[src/rtl/z80_bus_cycle_gen.sv]
// rtl/z80_bus_cycle_gen.sv - Z80 external bus-cycle sequencer with waits, refresh and wait timeout
//
// Runs one queued request at a time as a Z80 bus cycle (T1, T2, TW..., T3, optional T4 refresh).
// Every output is registered and is computed from the next state, so it matches the state the
// sequencer is in during that clock.
//
// Ports:
//   clk, reset                  clock, synchronous active-high reset
//   req_valid/req_ready         request handshake; req_type/req_addr/req_wdata captured at accept
//   rsp_valid/rsp_rdata/rsp_err one-clock completion pulse, read data, timeout-abort flag
//   wait_n, din                 external wait (active low) and bus read data
//   A, dout                     bus address and write data
//   m1_n, mreq_n, iorq_n, rd_n, wr_n, rfsh_n   Z80 strobes, active low
module z80_bus_cycle_gen #(
    parameter int ADDR_W    = 16,
    parameter int DATA_W    = 8,
    parameter int MEM_WAIT  = 0,
    parameter int IO_WAIT   = 1,
    parameter int INTA_WAIT = 2,
    parameter int T2_WRITE  = 1,
    parameter int REFRESH   = 1,
    parameter int WAIT_TMO  = 0
) (
    input  logic              clk,
    input  logic              reset,
    input  logic              req_valid,
    output logic              req_ready,
    input  logic [2:0]        req_type,
    input  logic [ADDR_W-1:0] req_addr,
    input  logic [DATA_W-1:0] req_wdata,
    output logic              rsp_valid,
    output logic [DATA_W-1:0] rsp_rdata,
    output logic              rsp_err,
    input  logic              wait_n,
    input  logic [DATA_W-1:0] din,
    output logic [ADDR_W-1:0] A,
    output logic [DATA_W-1:0] dout,
    output logic              m1_n,
    output logic              mreq_n,
    output logic              iorq_n,
    output logic              rd_n,
    output logic              wr_n,
    output logic              rfsh_n
);

    typedef enum logic [2:0] {S_IDLE, S_T1, S_T2, S_TW, S_T3, S_T4} state_t;

    localparam logic [2:0] TY_FETCH = 3'd0, TY_MRD = 3'd1, TY_MWR = 3'd2,
                           TY_IORD  = 3'd3, TY_IOWR = 3'd4, TY_INTA = 3'd5;

    state_t            state, state_nx;
    logic [2:0]        typ_q, typ_nx;
    logic [ADDR_W-1:0] addr_q, addr_nx, a_nx;
    logic [DATA_W-1:0] wdata_q, wdata_nx, data_q, data_nx, dout_nx, rdata_nx;
    logic [2:0]        auto_cnt, auto_nx;
    logic [15:0]       tmo_cnt, tmo_nx;
    logic [6:0]        r_q, r_nx;
    logic              ready_nx, valid_nx, err_nx;
    logic              m1_nx, mreq_nx, iorq_nx, rd_nx, wr_nx, rfsh_nx;

    // Fetch and int-ack are the M1 cycles that may carry a refresh tail.
    function automatic logic is_m1(input logic [2:0] t);
        return (t == TY_FETCH) || (t == TY_INTA);
    endfunction

    function automatic logic [2:0] wait_of(input logic [2:0] t);
        case (t)
            TY_FETCH, TY_MRD, TY_MWR: return 3'(MEM_WAIT);
            TY_IORD, TY_IOWR:         return 3'(IO_WAIT);
            TY_INTA:                  return 3'(INTA_WAIT);
            default:                  return 3'd0;
        endcase
    endfunction

    logic cur_rfsh, cur_null;
    logic nx_rt, nx_mem, nx_io, nx_wr, nx_rd, nx_rfsh;

    assign cur_rfsh = (REFRESH != 0) && is_m1(typ_q);
    assign cur_null = (typ_q > TY_INTA);
    assign nx_rt    = is_m1(typ_nx);
    assign nx_mem   = (typ_nx == TY_FETCH) || (typ_nx == TY_MRD) || (typ_nx == TY_MWR);
    assign nx_io    = (typ_nx == TY_IORD) || (typ_nx == TY_IOWR);
    assign nx_wr    = (typ_nx == TY_MWR) || (typ_nx == TY_IOWR);
    assign nx_rd    = (typ_nx == TY_FETCH) || (typ_nx == TY_MRD) || (typ_nx == TY_IORD);
    assign nx_rfsh  = (REFRESH != 0) && nx_rt;

    // Next state, cycle bookkeeping and response generation.
    always_comb begin
        state_nx = state;
        typ_nx   = typ_q;
        addr_nx  = addr_q;
        wdata_nx = wdata_q;
        data_nx  = data_q;
        auto_nx  = auto_cnt;
        tmo_nx   = tmo_cnt;
        r_nx     = r_q;
        valid_nx = 1'b0;
        err_nx   = 1'b0;
        rdata_nx = rsp_rdata;
        case (state)
            S_IDLE: state_nx = S_IDLE;
            S_T1: begin
                state_nx = S_T2;
                auto_nx  = wait_of(typ_q);
                tmo_nx   = '0;
            end
            S_T2, S_TW: begin
                if (cur_null) begin
                    state_nx = S_T3;
                end else if (auto_cnt != 3'd0) begin
                    // Auto waits never count toward the timeout and break a wait_n streak.
                    state_nx = S_TW;
                    auto_nx  = auto_cnt - 3'd1;
                    tmo_nx   = '0;
                end else if (!wait_n) begin
                    if ((WAIT_TMO != 0) && (state == S_TW) && (tmo_cnt == 16'(WAIT_TMO - 1))) begin
                        state_nx = S_IDLE;
                        valid_nx = 1'b1;
                        err_nx   = 1'b1;
                    end else begin
                        state_nx = S_TW;
                        tmo_nx   = (state == S_TW) ? tmo_cnt + 16'd1 : 16'd0;
                    end
                end else begin
                    state_nx = S_T3;
                    if (is_m1(typ_q)) data_nx = din;
                end
            end
            S_T3: begin
                if (cur_rfsh) begin
                    state_nx = S_T4;
                end else begin
                    state_nx = S_IDLE;
                    valid_nx = 1'b1;
                    if (is_m1(typ_q))                               rdata_nx = data_q;
                    else if ((typ_q == TY_MRD) || (typ_q == TY_IORD)) rdata_nx = din;
                    else if (cur_null)                              rdata_nx = '0;
                end
            end
            S_T4: begin
                state_nx = S_IDLE;
                valid_nx = 1'b1;
                rdata_nx = data_q;
                r_nx     = r_q + 7'd1;
            end
            default: state_nx = S_IDLE;
        endcase
        // req_ready is only high in IDLE or the final state, so this overrides a completion.
        if (req_valid && req_ready) begin
            state_nx = S_T1;
            typ_nx   = req_type;
            addr_nx  = req_addr;
            wdata_nx = req_wdata;
        end
    end

    // Bus outputs for the state being entered.
    always_comb begin
        ready_nx = 1'b0;
        m1_nx    = 1'b1;
        mreq_nx  = 1'b1;
        iorq_nx  = 1'b1;
        rd_nx    = 1'b1;
        wr_nx    = 1'b1;
        rfsh_nx  = 1'b1;
        a_nx     = A;
        dout_nx  = dout;
        case (state_nx)
            S_IDLE: ready_nx = 1'b1;
            S_T1: begin
                a_nx  = addr_nx;
                m1_nx = !nx_rt;
                if (nx_wr) dout_nx = wdata_nx;
            end
            S_T2, S_TW: begin
                a_nx    = addr_nx;
                m1_nx   = !nx_rt;
                mreq_nx = !nx_mem;
                iorq_nx = !(nx_io || (typ_nx == TY_INTA));
                rd_nx   = !nx_rd;
                wr_nx   = !(nx_wr && (T2_WRITE != 0));
            end
            S_T3: begin
                ready_nx = !nx_rfsh;
                if (nx_rfsh) begin
                    a_nx    = ADDR_W'(r_nx);
                    rfsh_nx = 1'b0;
                    mreq_nx = 1'b0;
                end else begin
                    a_nx    = addr_nx;
                    mreq_nx = !((typ_nx == TY_MRD) || (typ_nx == TY_MWR));
                    iorq_nx = !nx_io;
                    rd_nx   = !((typ_nx == TY_MRD) || (typ_nx == TY_IORD));
                    wr_nx   = !nx_wr;
                end
            end
            S_T4: begin
                ready_nx = 1'b1;
                a_nx     = ADDR_W'(r_nx);
                rfsh_nx  = 1'b0;
            end
            default: ready_nx = 1'b0;
        endcase
    end

    always_ff @(posedge clk) begin
        if (reset) begin
            state     <= S_IDLE;
            typ_q     <= '0;
            addr_q    <= '0;
            wdata_q   <= '0;
            data_q    <= '0;
            auto_cnt  <= '0;
            tmo_cnt   <= '0;
            r_q       <= '0;
            req_ready <= 1'b1;
            rsp_valid <= 1'b0;
            rsp_err   <= 1'b0;
            rsp_rdata <= '0;
            A         <= '0;
            dout      <= '0;
            m1_n      <= 1'b1;
            mreq_n    <= 1'b1;
            iorq_n    <= 1'b1;
            rd_n      <= 1'b1;
            wr_n      <= 1'b1;
            rfsh_n    <= 1'b1;
        end else begin
            state     <= state_nx;
            typ_q     <= typ_nx;
            addr_q    <= addr_nx;
            wdata_q   <= wdata_nx;
            data_q    <= data_nx;
            auto_cnt  <= auto_nx;
            tmo_cnt   <= tmo_nx;
            r_q       <= r_nx;
            req_ready <= ready_nx;
            rsp_valid <= valid_nx;
            rsp_err   <= err_nx;
            rsp_rdata <= rdata_nx;
            A         <= a_nx;
            dout      <= dout_nx;
            m1_n      <= m1_nx;
            mreq_n    <= mreq_nx;
            iorq_n    <= iorq_nx;
            rd_n      <= rd_nx;
            wr_n      <= wr_nx;
            rfsh_n    <= rfsh_nx;
        end
    end

endmodule

[config.mk]
export PLATFORM = sky130hd
export DESIGN_NAME = z80_bus_cycle_gen
export DESIGN_NICKNAME = d
export VERILOG_FILES = /design/src/rtl/z80_bus_cycle_gen.sv
export SDC_FILE = /design/constraint.sdc
export NUM_CORES = 1
export LEC_CHECK = 0
export BUFFER_PORTS_ARGS = -buffer_cell sky130_fd_sc_hd__buf_2
export CAP_MARGIN = 0
export CORE_ASPECT_RATIO = 0.5
export CORE_MARGIN = 8
export CORE_UTILIZATION = 45
export DETAILED_ROUTE_END_ITERATION = 7
export HOLD_SLACK_MARGIN = 0.15
export PLACE_DENSITY = 0.68
export SLEW_MARGIN = 40
export SYNTH_ARGS = -nofsm -noshare
export SYNTH_HDL_FRONTEND = slang
export SYNTH_SLANG_ARGS = --single-unit
[constraint.sdc]
create_clock -name clk -period 4.2 [get_ports clk]
set_input_delay 0.63 -clock clk [delete_from_list [all_inputs] [get_ports clk]]
set_output_delay 0.63 -clock clk [all_outputs]
set_load 0.01 [all_outputs]
-- Word-level counts from Yosys, hierarchy flattened
Cells that the tools add are included.
W data, S select, Z words.
- flip-flop bits (word level): 88
- bits of input ports: 39
- output and inout bits: 41
- word-level logic and storage cells: 117
- add/subtract/negate cells: 2
- $lt $le $gt $ge: 1
- eq/ne operators: 23
- mux-type cells: 33
- bitwise operators: 3
- reduce and logical (&&, ||, !) cells: 37
- operators by type and width (kind ; number):
    $pmux W16 S3 ; 1
    $mux W16 ; 2
    $mux W8 ; 4
    $eq A3 B3 Y1 const B ; 8
    $mux W3 ; 8
    $eq A3 B2 Y1 const B ; 7
    $pmux W8 S2 ; 1
    $pmux W1 S2 ; 7
    $eq A3 B1 Y1 const B ; 4
    $logic_or A1 B1 Y1 ; 11
    $reduce_or A2 Y1 ; 5
    $logic_not A3 Y1 ; 3
    $pmux W3 S3 ; 1
    $logic_not A1 Y1 ; 8
    $add A7 B1 Y7 const B ; 1
    $mux W7 ; 1
    $mux W1 ; 6
    $ne A2 B2 Y1 const B ; 3
    $pmux W3 S2 ; 1
    $reduce_and A3 Y1 ; 2
    $reduce_bool A3 Y1 ; 2
    $reduce_and A5 Y1 ; 1
    $pmux W2 S2 ; 1
    $reduce_bool A2 Y1 ; 2
    other kinds (7) ; 9

-- Depth between registers and ports, before layout
Gate-level depths: netlist (run 1).
- word-level depth: 9
- mapped depth: 10
- depth with buffers taken out: 8

-- Worst setup path before layout (run 1)
Ideal clock, no wire load.
- kind: input to register
- from: input req_valid
- to: register iorq_n
- library setup time: 140 ps
- arrival time: 1740 ps
- data required time: 4060 ps
- slack: 2321 ps
- stages: 6
- buffers on the path: 1
- path through: and2_1 clkbuf_1 mux2i_1 inv_1 a311oi_1 o21ai_0
- word-level cells in the longest chain between the ends: 7
- elaborated cells on any way between the ends: 18
- those cells by class: eq/ne (6); mux (4); reduce/logical (8)
- ends and longest elaborated chain (item ; line ; source):
    start, declared ; 26 ; input logic req_valid,
    $logic_and A1 B1 Y1 * ; 149 ; if (req_valid && req_ready) begin
    $mux W3 ; 149 ;
    $eq A3 B2 Y1 or $eq A3 B3 Y1 (tied branches) ; 82 ; assign nx_io = (typ_nx == TY_IORD) || (typ_nx == TY_IOWR);
    $logic_or A1 B1 Y1 ; 82 ;
    $logic_not A1 Y1 or $logic_or A1 B1 Y1 (tied branches) ; 192, 179 ;
    $mux W1 or $logic_not A1 Y1 (tied branches) ; 185, 179 ;
    $pmux W1 S2 * ; 168 ; case (state_nx)
    end signal, assigned ; 245 ; iorq_n <= iorq_nx;
    end, declared ; 40 ; output logic iorq_n,
Every way passes the cells marked *; elsewhere a longest branch is shown, timed or not.
A chain may end at the register's enable or synchronous reset.

-- Worst setup path in the final report (run 1)
- from: register state[1]
- to: register A[12]
- word-level cells in the longest chain between the ends: 7
- elaborated cells on any way between the ends: 15
- those cells by class: eq/ne (9); mux (3); reduce/logical (3)
- ends and longest elaborated chain (item ; line ; source):
    start, declared ; 51 ; state_t state, state_nx;
    start signal, assigned ; 229 ; state <= state_nx;
    $eq A3 B2 Y1 ; 100 ; case (state)
    $reduce_or A2 Y1 ; 100 ;
    $pmux W3 S3 * ; 100 ;
    $mux W3 * ; 149 ;
    $eq A3 B1 Y1 or $eq A3 B2 Y1 (tied branches) ; 168 ;
    $reduce_or A3 Y1 (no source line) ; - ;
    $pmux W16 S3 or $reduce_bool A3 Y1 (tied branches) ; - ;
    end signal, assigned ; 241 ; A <= a_nx;
    end, declared ; 36 ; output logic [ADDR_W-1:0] A,
Marked as above.

==> flow_metrics.tcl, run 1 <==
set metrics [dict create \
    critPathKind "flip-flop to flip-flop" \
    grt_max_degree 57 \
    cts_root_buffer "clkbuf_16" \
    leakage_nw 1.81 \
    holdBufCountCts 0 \
    placed_area_mm2 0.00409 \
    final_layout_size_suffix_gt1_share_pct 23.4 \
    critical-path-top-delay-family "simple AND/OR/NAND/NOR gates" \
    yosysWarnings 0 \
    synth_top_family_by_area "simple AND/OR/NAND/NOR gates" \
    core_area_mm2 0.00797 \
    power.total_mw 1.91 \
    critPathBufInv 0 \
    cp_num_cells 5 \
    slowest_delay_ps 630 \
    post-cts-setup-buffers 0 \
    drtIter0Drc 179 \
    grt_usage_pct 15.0 \
    worstPathCellList "o21bai_1 -> nand2_1 -> nor2_1 -> a2bb2oi_1 -> nor2_1" \
    hold_viol 0 \
    worst_ep_required_time_ps 4470 \
    dieHeight_um 79.9 \
    ctsLongestPathBuffers 2 \
    async_flop_share_pct 0 \
    drv_slew 0 \
    cp-end-kind "flip-flop" \
    die-area_mm2 0.0115 \
    cts_resized 0 \
    final-seq-area_mm2 0.00176 \
    crit_top_cell "nor2_1" \
    drc_errors 0 \
    final.setup_skew_ps 6.23 \
    synth-main-ff-cell "dfxtp_1" \
    setup_viol_count_final 0 \
    yosysUniqueCellTypes 52 \
    rows 23 \
    port_buffers 78 \
    max_freq_mhz 458 \
    synth_xor_area_share_pct 2.59 \
    hpwl_um 5840 \
    synth_mux_area_share_pct 10.1 \
    cts_tree "yes" \
    grt.overflow.total 0 \
    start_util_pct 46.1 \
    synth_compound_gate_area_share_pct 13.8 \
    max_cap_violations 0 \
    gp_congestion 0.801 \
    grt_pass1_wl_um 13800 \
    multi_input_area_mm2 0.00176 \
    rsz0062_at_grt "false" \
    num_io_pins 80 \
    die_w_um 144 \
    startpoint_type "flip-flop" \
    clkLatencyLatePin_ps 340 \
    syn_inst 393 \
    numCtsBuffers 9 \
    grt_pass1_vias 2815 \
    finalCriticalPeriod_ps 2180 \
    synth-simple-area-share_pct 19.8 \
    cp_slowest_cell "nor2_1" \
    cts.sinks 88 \
    fill_cells 760 \
    period_share_pct 52.0 \
    antenna_found_initial 0 \
    yosysSeqAreaShare_pct 47.9 \
    worstPathArrival_ps 2450 \
    nets 499 \
    hp-class "flip-flop to flip-flop" \
    synthAdderAreaFrac_pct 1.02 \
    min_path_cells 2 \
    first_pass_iters 5 \
    h-tree-depth 3 \
    setup_tns_ps 0 \
    via_count 2969 \
    relSlewSlack_pct 50.2 \
    syn-cell-area_mm2 0.00367 \
    wl_per_cell_um 14.4 \
    powerDensity_mw_per_mm2 436 \
    mostFrequentLayoutCells "88 x dfxtp_1, 77 x buf_2, 74 x nor2_1, 37 x mux2i_1, 25 x nand2_1" \
    clk_pin_slew_ps 60 \
    via_per_inst 5.17 \
    mostFrequentLayoutCell "dfxtp_1" \
    r2r_cells 5 \
    area_growth_pct 19.1 \
    worstPathMaxFanout 11 \
    yosys_register_bits 88 \
    synth-edff-count 0 \
    tightest_slew_ps 744 \
    final_area_mm2 0.00438 \
    syn_avg_cell_area_um2 9.35 \
    synth_nets 435 \
    outcome "finished clean" \
    final_antenna_net_count 0 \
    num_antenna_cells 0 \
    ir_drop_mv 0.257 \
    finalWirelength_um 8260 \
]
==> sequential cells by signal (all words and copies together) (netlist names) <==
| register | flops |
|---|---|
| A | 16 |
| addr_q | 16 |
| auto_cnt | 3 |
| data_q | 8 |
| dout | 8 |
| iorq_n | 1 |
| m1_n | 1 |
| mreq_n | 1 |
| r_q | 7 |
| rd_n | 1 |
| req_ready | 1 |
| rfsh_n | 1 |
| rsp_rdata | 8 |
| rsp_valid | 1 |
| state | 3 |
| typ_q | 3 |
| wdata_q | 8 |
| wr_n | 1 |
==> cell families (layout without fill, tap and decap cells) <==
family | Yosys count | count (layout)
adders and majority gates | 3 | 3
xor gates and xnor gates | 10 | 10
AOI/OAI and AO/OA | 69 | 69
buffers and inverters | 33 | 102
muxes | 37 | 37
and+or+nand+nor | 152 | 152
DFF | 88 | 88
other | 1 | 1
==> metrics by stage <==
step                setup WS, ps  hold WS, ps  utilization (%)  cells
floorplan                   2320          440                -    393
global placement            1800          448             51.2    558
detailed placement          1820          455             51.3    558
CTS                         2040          463             54.9    574
global route                1840          480             54.9    574
finish                      2020          463             54.9    574
==> worst min-delay path: cells and delay by family (launching register included) <==
kind	cells	cell delay, ps
DFF	1	300
AOI/OAI and AO/OA	1	70
and+or+nand+nor	1	50
==> report_power, final <==
part           internal, mW  total [mW]  switching (mW)
clock network         0.436       0.750           0.314
logic                 0.106       0.255           0.149
registers             0.879       0.904          0.0243
total                  1.42        1.91           0.488
==> synth_stat cells (2+ instances only) <==
| master | instances | share of area (%) |
|---|---|---|
| a211oi_1 | 8 | 1.6 |
| a2bb2oi_1 | 9 | 2.1 |
| buf_1 | 3 | 0.31 |
| a22oi_1 | 3 | 0.61 |
| nor2b_1 | 3 | 0.51 |
| nand4_1 | 2 | 0.34 |
| o21bai_1 | 3 | 0.61 |
| dfxtp_1 | 88 | 48 |
| mux2i_1 | 37 | 10 |
| o21ai_0 | 8 | 1.1 |
| nand3_1 | 10 | 1.4 |
| buf_4 | 5 | 1.0 |
| clkbuf_1 | 10 | 1.0 |
| a21oi_1 | 12 | 1.6 |
| nor3b_1 | 4 | 0.82 |
| nand2_1 | 26 | 2.7 |
| xor2_1 | 4 | 0.95 |
| ha_1 | 3 | 1.0 |
| nand2b_1 | 4 | 0.68 |
| buf_6 | 3 | 0.92 |
| buf_2 | 7 | 0.95 |
| xnor2_1 | 5 | 1.2 |
| nand3b_1 | 4 | 0.82 |
| a221oi_1 | 2 | 0.48 |
| nor3_1 | 10 | 1.4 |
| o21ai_1 | 2 | 0.27 |
| a311oi_1 | 11 | 2.6 |
| inv_1 | 5 | 0.51 |
| nand4b_1 | 2 | 0.48 |
| o221ai_1 | 4 | 0.95 |
| nor2_1 | 75 | 7.7 |
==> final cells by class <==
class / instances / area share (%)
clock buffers: 13 / 5.95
flip-flops and latches: 88 / 40.3
well taps: 112 / 3.20
clock inverters: 3 / 0.543
inverters: 5 / 0.429
repair buffers: 81 / 9.49
multi-input cells: 272 / 40.1
==> metal layers <==
metal / wire [µm] / share of wire (%) / vias up / global-route usage, %
li1: - / - / 1510 / -
met1: 3800 / 46 / 1376 / 18.6
met2: 3850 / 47 / 77 / 23.8
met3: 537 / 6.5 / 6 / 5.31
met4: 68 / 0.82 / 0 / 5.31
met5: 0 / 0 / - / 0
==> worst paths after layout <==
kind          endpoint  slack [ps]      start
max              A[12]        2020   state[1]
min          addr_q[6]         460  addr_q[6]
max reg2reg      A[12]        2020   state[1]
min reg2reg  addr_q[6]         460  addr_q[6]
Note: power is estimated with default switching activity, not from simulation.
==> inputs of run 2 (changes only) <==
==> constraint.sdc (replaced) <==
create_clock -name clk -period 2.17 [get_ports clk]
set_input_delay 0.3255 -clock clk [delete_from_list [all_inputs] [get_ports clk]]
set_output_delay 0.3255 -clock clk [all_outputs]
set_load 0.01 [all_outputs]
==> flow_metrics.tcl, run 2 (synthesized netlist as in run 1, its figures left out) <==
set metrics [dict create \
    first_pass_iters 4 \
    grt.overflow.total 0 \
    area_growth_pct 22.9 \
    power.total_mw 3.92 \
    ir_drop_mv 0.393 \
    switching_share_pct 24.8 \
    clkLatencyLatePin_ps 340 \
    setup_viol_count_final 0 \
    clk_pin_slew_ps 60 \
    finalWirelength_um 8620 \
    rows 23 \
    grt_usage_pct 15.9 \
    grt_max_degree 27 \
    port_buffers 78 \
    grt_pass1_wl_um 14400 \
    tightest_slew_ps 685 \
    post-cts-setup-buffers 0 \
    final_layout_size_suffix_gt1_share_pct 26.3 \
    setup_tns_ps 0 \
    wl_per_cell_um 14.7 \
    pwr-share-clk_pct 42.1 \
    num_io_pins 80 \
    num_antenna_cells 0 \
    final_cells 588 \
    fill_cells 735 \
    hp-class "input pin to flip-flop" \
    max_freq_mhz 516 \
    h-tree-depth 3 \
    cts.sinks 88 \
    final.setup_skew_ps 6.37 \
    via_per_inst 5.10 \
    worstPathArrival_ps 2160 \
    period_share_pct 89.3 \
    gp_congestion 0.859 \
    p_int_mw 2.95 \
    switchingPower_mw 0.973 \
    worst_ep_required_time_ps 2390 \
    p_seq_share_pct 44.5 \
    placed_area_mm2 0.00419 \
    final_area_mm2 0.00452 \
    via_count 2998 \
    finalCriticalPeriod_ps 1940 \
    grt_pass1_vias 2901 \
    top_regs "A (16), addr_q (16)" \
    outcome "finished clean" \
    critPathKind "flip-flop to flip-flop" \
    rsz0062_at_grt "false" \
    die-area_mm2 0.0115 \
    hold_ws_ps 238 \
    mostFrequentLayoutCells "88 x dfxtp_1, 78 x buf_2, 75 x nor2_1, 37 x mux2i_1, 25 x nand2_1" \
    antenna_found_initial 0 \
    start_util_pct 46.1 \
    cp-end-kind "flip-flop" \
    cts_root_buffer "clkbuf_16" \
    powerDensity_mw_per_mm2 868 \
    hpwl_um 6270 \
    die_w_um 144 \
    final_antenna_net_count 0 \
    leakage_nw 1.91 \
    drc_errors 0 \
    drtIter0Drc 156 \
    final-seq-area_mm2 0.00176 \
    pwr-share-comb_pct 13.3 \
    cts_tree "yes" \
    dp.cells 572 \
    relSlewSlack_pct 54.1 \
    worstPathMaxFanout 4 \
    nets 513 \
    numCtsBuffers 9 \
    multi_input_area_mm2 0.00175 \
    max_cap_violations 0 \
    core_area_mm2 0.00797 \
    drv_slew 0 \
    startpoint_type "flip-flop" \
    dieHeight_um 79.9 \
    hold_viol 0 \
    ctsLongestPathBuffers 2 \
    mostFrequentLayoutCell "dfxtp_1" \
]
[run 2: area by class of cell]
class | count | area share (%)
clock inverter | 3 | 1.02
timing repair buffer | 95 | 11.5
multi-input combinational | 272 | 38.8
tap | 112 | 3.10
sequential | 88 | 39.0
inverter | 5 | 0.415
clock buffer | 13 | 6.20
[run 2: final timing paths]
path | from | end | slack, ps | cells after the start
worst max-delay path | auto_cnt[0] | m1_n | 230 | 8
worst min-delay path | din[5] | data_q[5] | 240 | 3
worst max register to register | auto_cnt[0] | m1_n | 230 | 8
worst min register to register | addr_q[6] | addr_q[6] | 470 | 2
[run 2: power groups by stage]
stage          Clock, mW  Sequential, mW  Combinational (mW)
2_1_floorplan          0            1.79               0.342
3_3_place_gp           0            1.78               0.520
3_5_place_dp           0            1.78               0.524
4_1_cts             1.68            1.75               0.526
5_1_grt             1.76            1.76               0.584
6_report            1.65            1.75               0.523
[run 2: metrics by stage]
step,worst slack (ps),util [%]
2_1_floorplan,385,-
3_3_place_gp,252,52.5
3_5_place_dp,180,52.5
4_1_cts,128,56.6
5_1_grt,3.95,56.7
6_report,233,56.7
[run 2: per-layer routing]
metal / global-route usage [%] / wire length [µm] / up-vias
met4: 4.79 / 87 / 0
li1: - / - / 1541
met1: 19.3 / 3970 / 1390
met5: 0 / 0 / -
met2: 25.5 / 3920 / 60
met3: 6.26 / 639 / 7
[run 2: timing repair]
action                                  4_1_cts  5_1_grt
resized for setup                             0        2
endpoints found under the setup margin        0       12
hold buffers                                  0        0
[run 2: worst max-delay path: stages, from the launching register on]
cell and delay, ps:
dfxtp_1 340, inv_1 50, ha_1 190, ha_1 230
a22oi_2 240, nand2_1 90, a21oi_1 250, nor2_1 90
or3_1 350
==> inputs of run 3 (changes only) <==
==> constraint.sdc (replaced) <==
create_clock -name clk -period 2 [get_ports clk]
set_input_delay 0.3 -clock clk [delete_from_list [all_inputs] [get_ports clk]]
set_output_delay 0.3 -clock clk [all_outputs]
set_load 0.01 [all_outputs]
==> flow_metrics.tcl, run 3 (synthesized netlist as in run 1, its figures left out) <==
set metrics [dict create \
    outcome "finished clean" \
    start_util_pct 46.1 \
    final_antenna_net_count 0 \
    dp_slack_ps 17.4 \
    worstPathCellList "inv_1 -> ha_1 -> ha_1 -> a22oi_2 -> nand2_1 -> a21oi_2 -> nor2_1 -> or3_1" \
    drtIter0Drc 170 \
    slowest_delay_ps 340 \
    h-tree-depth 3 \
    drc_errors 0 \
    postLayoutSetupSlackWorst_ps 102 \
    switching_share_pct 25.8 \
    switchingPower_mw 1.02 \
    cts.sinks 88 \
    startpoint_type "flip-flop" \
    p_seq_share_pct 47.8 \
    clkLatencyLatePin_ps 340 \
    p_int_mw 2.93 \
    worstPathArrival_ps 2120 \
    nets 518 \
    hp-class "input pin to flip-flop" \
    tightest_slew_ps 565 \
    powerDensity_mw_per_mm2 876 \
    mostFrequentLayoutCell "dfxtp_1" \
    grt_max_degree 26 \
    cp-end-kind "flip-flop" \
    worst_ep_required_time_ps 2220 \
    pwr-share-clk_pct 36.9 \
    ctsLongestPathBuffers 2 \
    leakage_nw 1.90 \
    core_area_mm2 0.00797 \
    grt_usage_pct 15.5 \
    grt_pass1_wl_um 14200 \
    final_layout_size_suffix_gt1_share_pct 27.3 \
    hpwl_um 6150 \
    dieHeight_um 79.9 \
    critPathKind "flip-flop to flip-flop" \
    port_buffers 78 \
    top_regs "A (16), addr_q (16)" \
    final.setup_skew_ps 4.63 \
    cts_tree "yes" \
    crit_top_cell "ha_1" \
    relSlewSlack_pct 62.2 \
    final_util_pct 56.7 \
    cts_root_buffer "clkbuf_16" \
    setup_viol_count_final 0 \
    rows 23 \
    via_per_inst 5.12 \
    area_growth_pct 22.9 \
    first_pass_iters 4 \
    cp_slowest_cell "dfxtp_1" \
    drv_slew 0 \
    die-area_mm2 0.0115 \
    grt.overflow.total 0 \
    finalWirelength_um 8510 \
    via_count 3028 \
    ir_drop_mv 0.447 \
    hold_ws_ps 216 \
    finalCriticalPeriod_ps 1900 \
    antenna_found_initial 0 \
    grt_pass1_vias 2967 \
    die_w_um 144 \
    mostFrequentLayoutCells "87 x dfxtp_1, 78 x buf_2, 73 x nor2_1, 37 x mux2i_1, 25 x nand2_1" \
    period_share_pct 94.9 \
    wl_per_cell_um 14.4 \
    holdBufCountCts 0 \
    power.total_mw 3.96 \
    num_antenna_cells 0 \
    clk_pin_slew_ps 60 \
    post-cts-setup-buffers 0 \
    max_freq_mhz 527 \
    numCtsBuffers 9 \
    worstPathMaxFanout 4 \
    pwr-share-comb_pct 15.2 \
    hold_viol 0 \
    gp_congestion 0.869 \
    num_io_pins 80 \
    max_cap_violations 0 \
]
run 3: per-layer routing:
metal	part of all wire, %	GRT usage, %	wire length (µm)	vias up
li1	-	-	-	1539
met1	46	19.4	3880	1400
met2	46	24.4	3910	73
met3	6.7	4.95	569	16
met4	1.7	6.45	147	0
met5	0	0	0	-
run 3: per-stage QoR:
stage | cell area (µm²) | TNS (ps) | cells
after floorplan | 3670 | 0 | 393
after global placement | 4240 | 0 | 577
after detailed placement | 4240 | 0 | 577
after CTS | 4490 | 0 | 591
after global routing | 4520 | -15.5 | 591
final | 4520 | 0 | 591
run 3: area by class of cell:
| type | instances | area (µm²) |
|---|---|---|
| repair buffers | 100 | 568 |
| multi-input cells | 272 | 1770 |
| inverters | 5 | 18.8 |
| clock inverters | 4 | 23.8 |
| well taps | 112 | 140 |
| clock buffers | 10 | 229 |
| fillers | 725 | 3450 |
| flip-flops and latches | 88 | 1760 |
run 3: power by group through the flow:
stage	Combinational (mW)	Sequential [mW]	Clock (mW)
after CTS	0.598	1.89	1.51
after detailed placement	0.594	1.93	0
after global routing	0.666	1.90	1.58
after floorplan	0.371	1.95	0
final	0.603	1.89	1.46
after global placement	0.592	1.93	0
run 3: worst paths after layout:
kind	start	slack [ps]	endpoint	cells past startpoint
max	auto_cnt[0]	100	m1_n	8
min reg2reg	data_q[3]	480	rsp_rdata[3]	2
max reg2reg	auto_cnt[0]	100	m1_n	8
min	req_addr[3]	220	addr_q[3]	3
run 3: worst max-delay path, delay by kind of cell (launching register included):
family / cells / cell delay (ps)
compound gates: 2 / 460
fa+ha+maj: 2 / 410
buf+inv: 1 / 50
simple gates: 3 / 510
flops: 1 / 340
run 3: what timing repair did:
action                                  4_1_cts  5_1_grt
pin swaps                                     0        2
gates resized for setup                       1        5
endpoints found under the setup margin        1       22
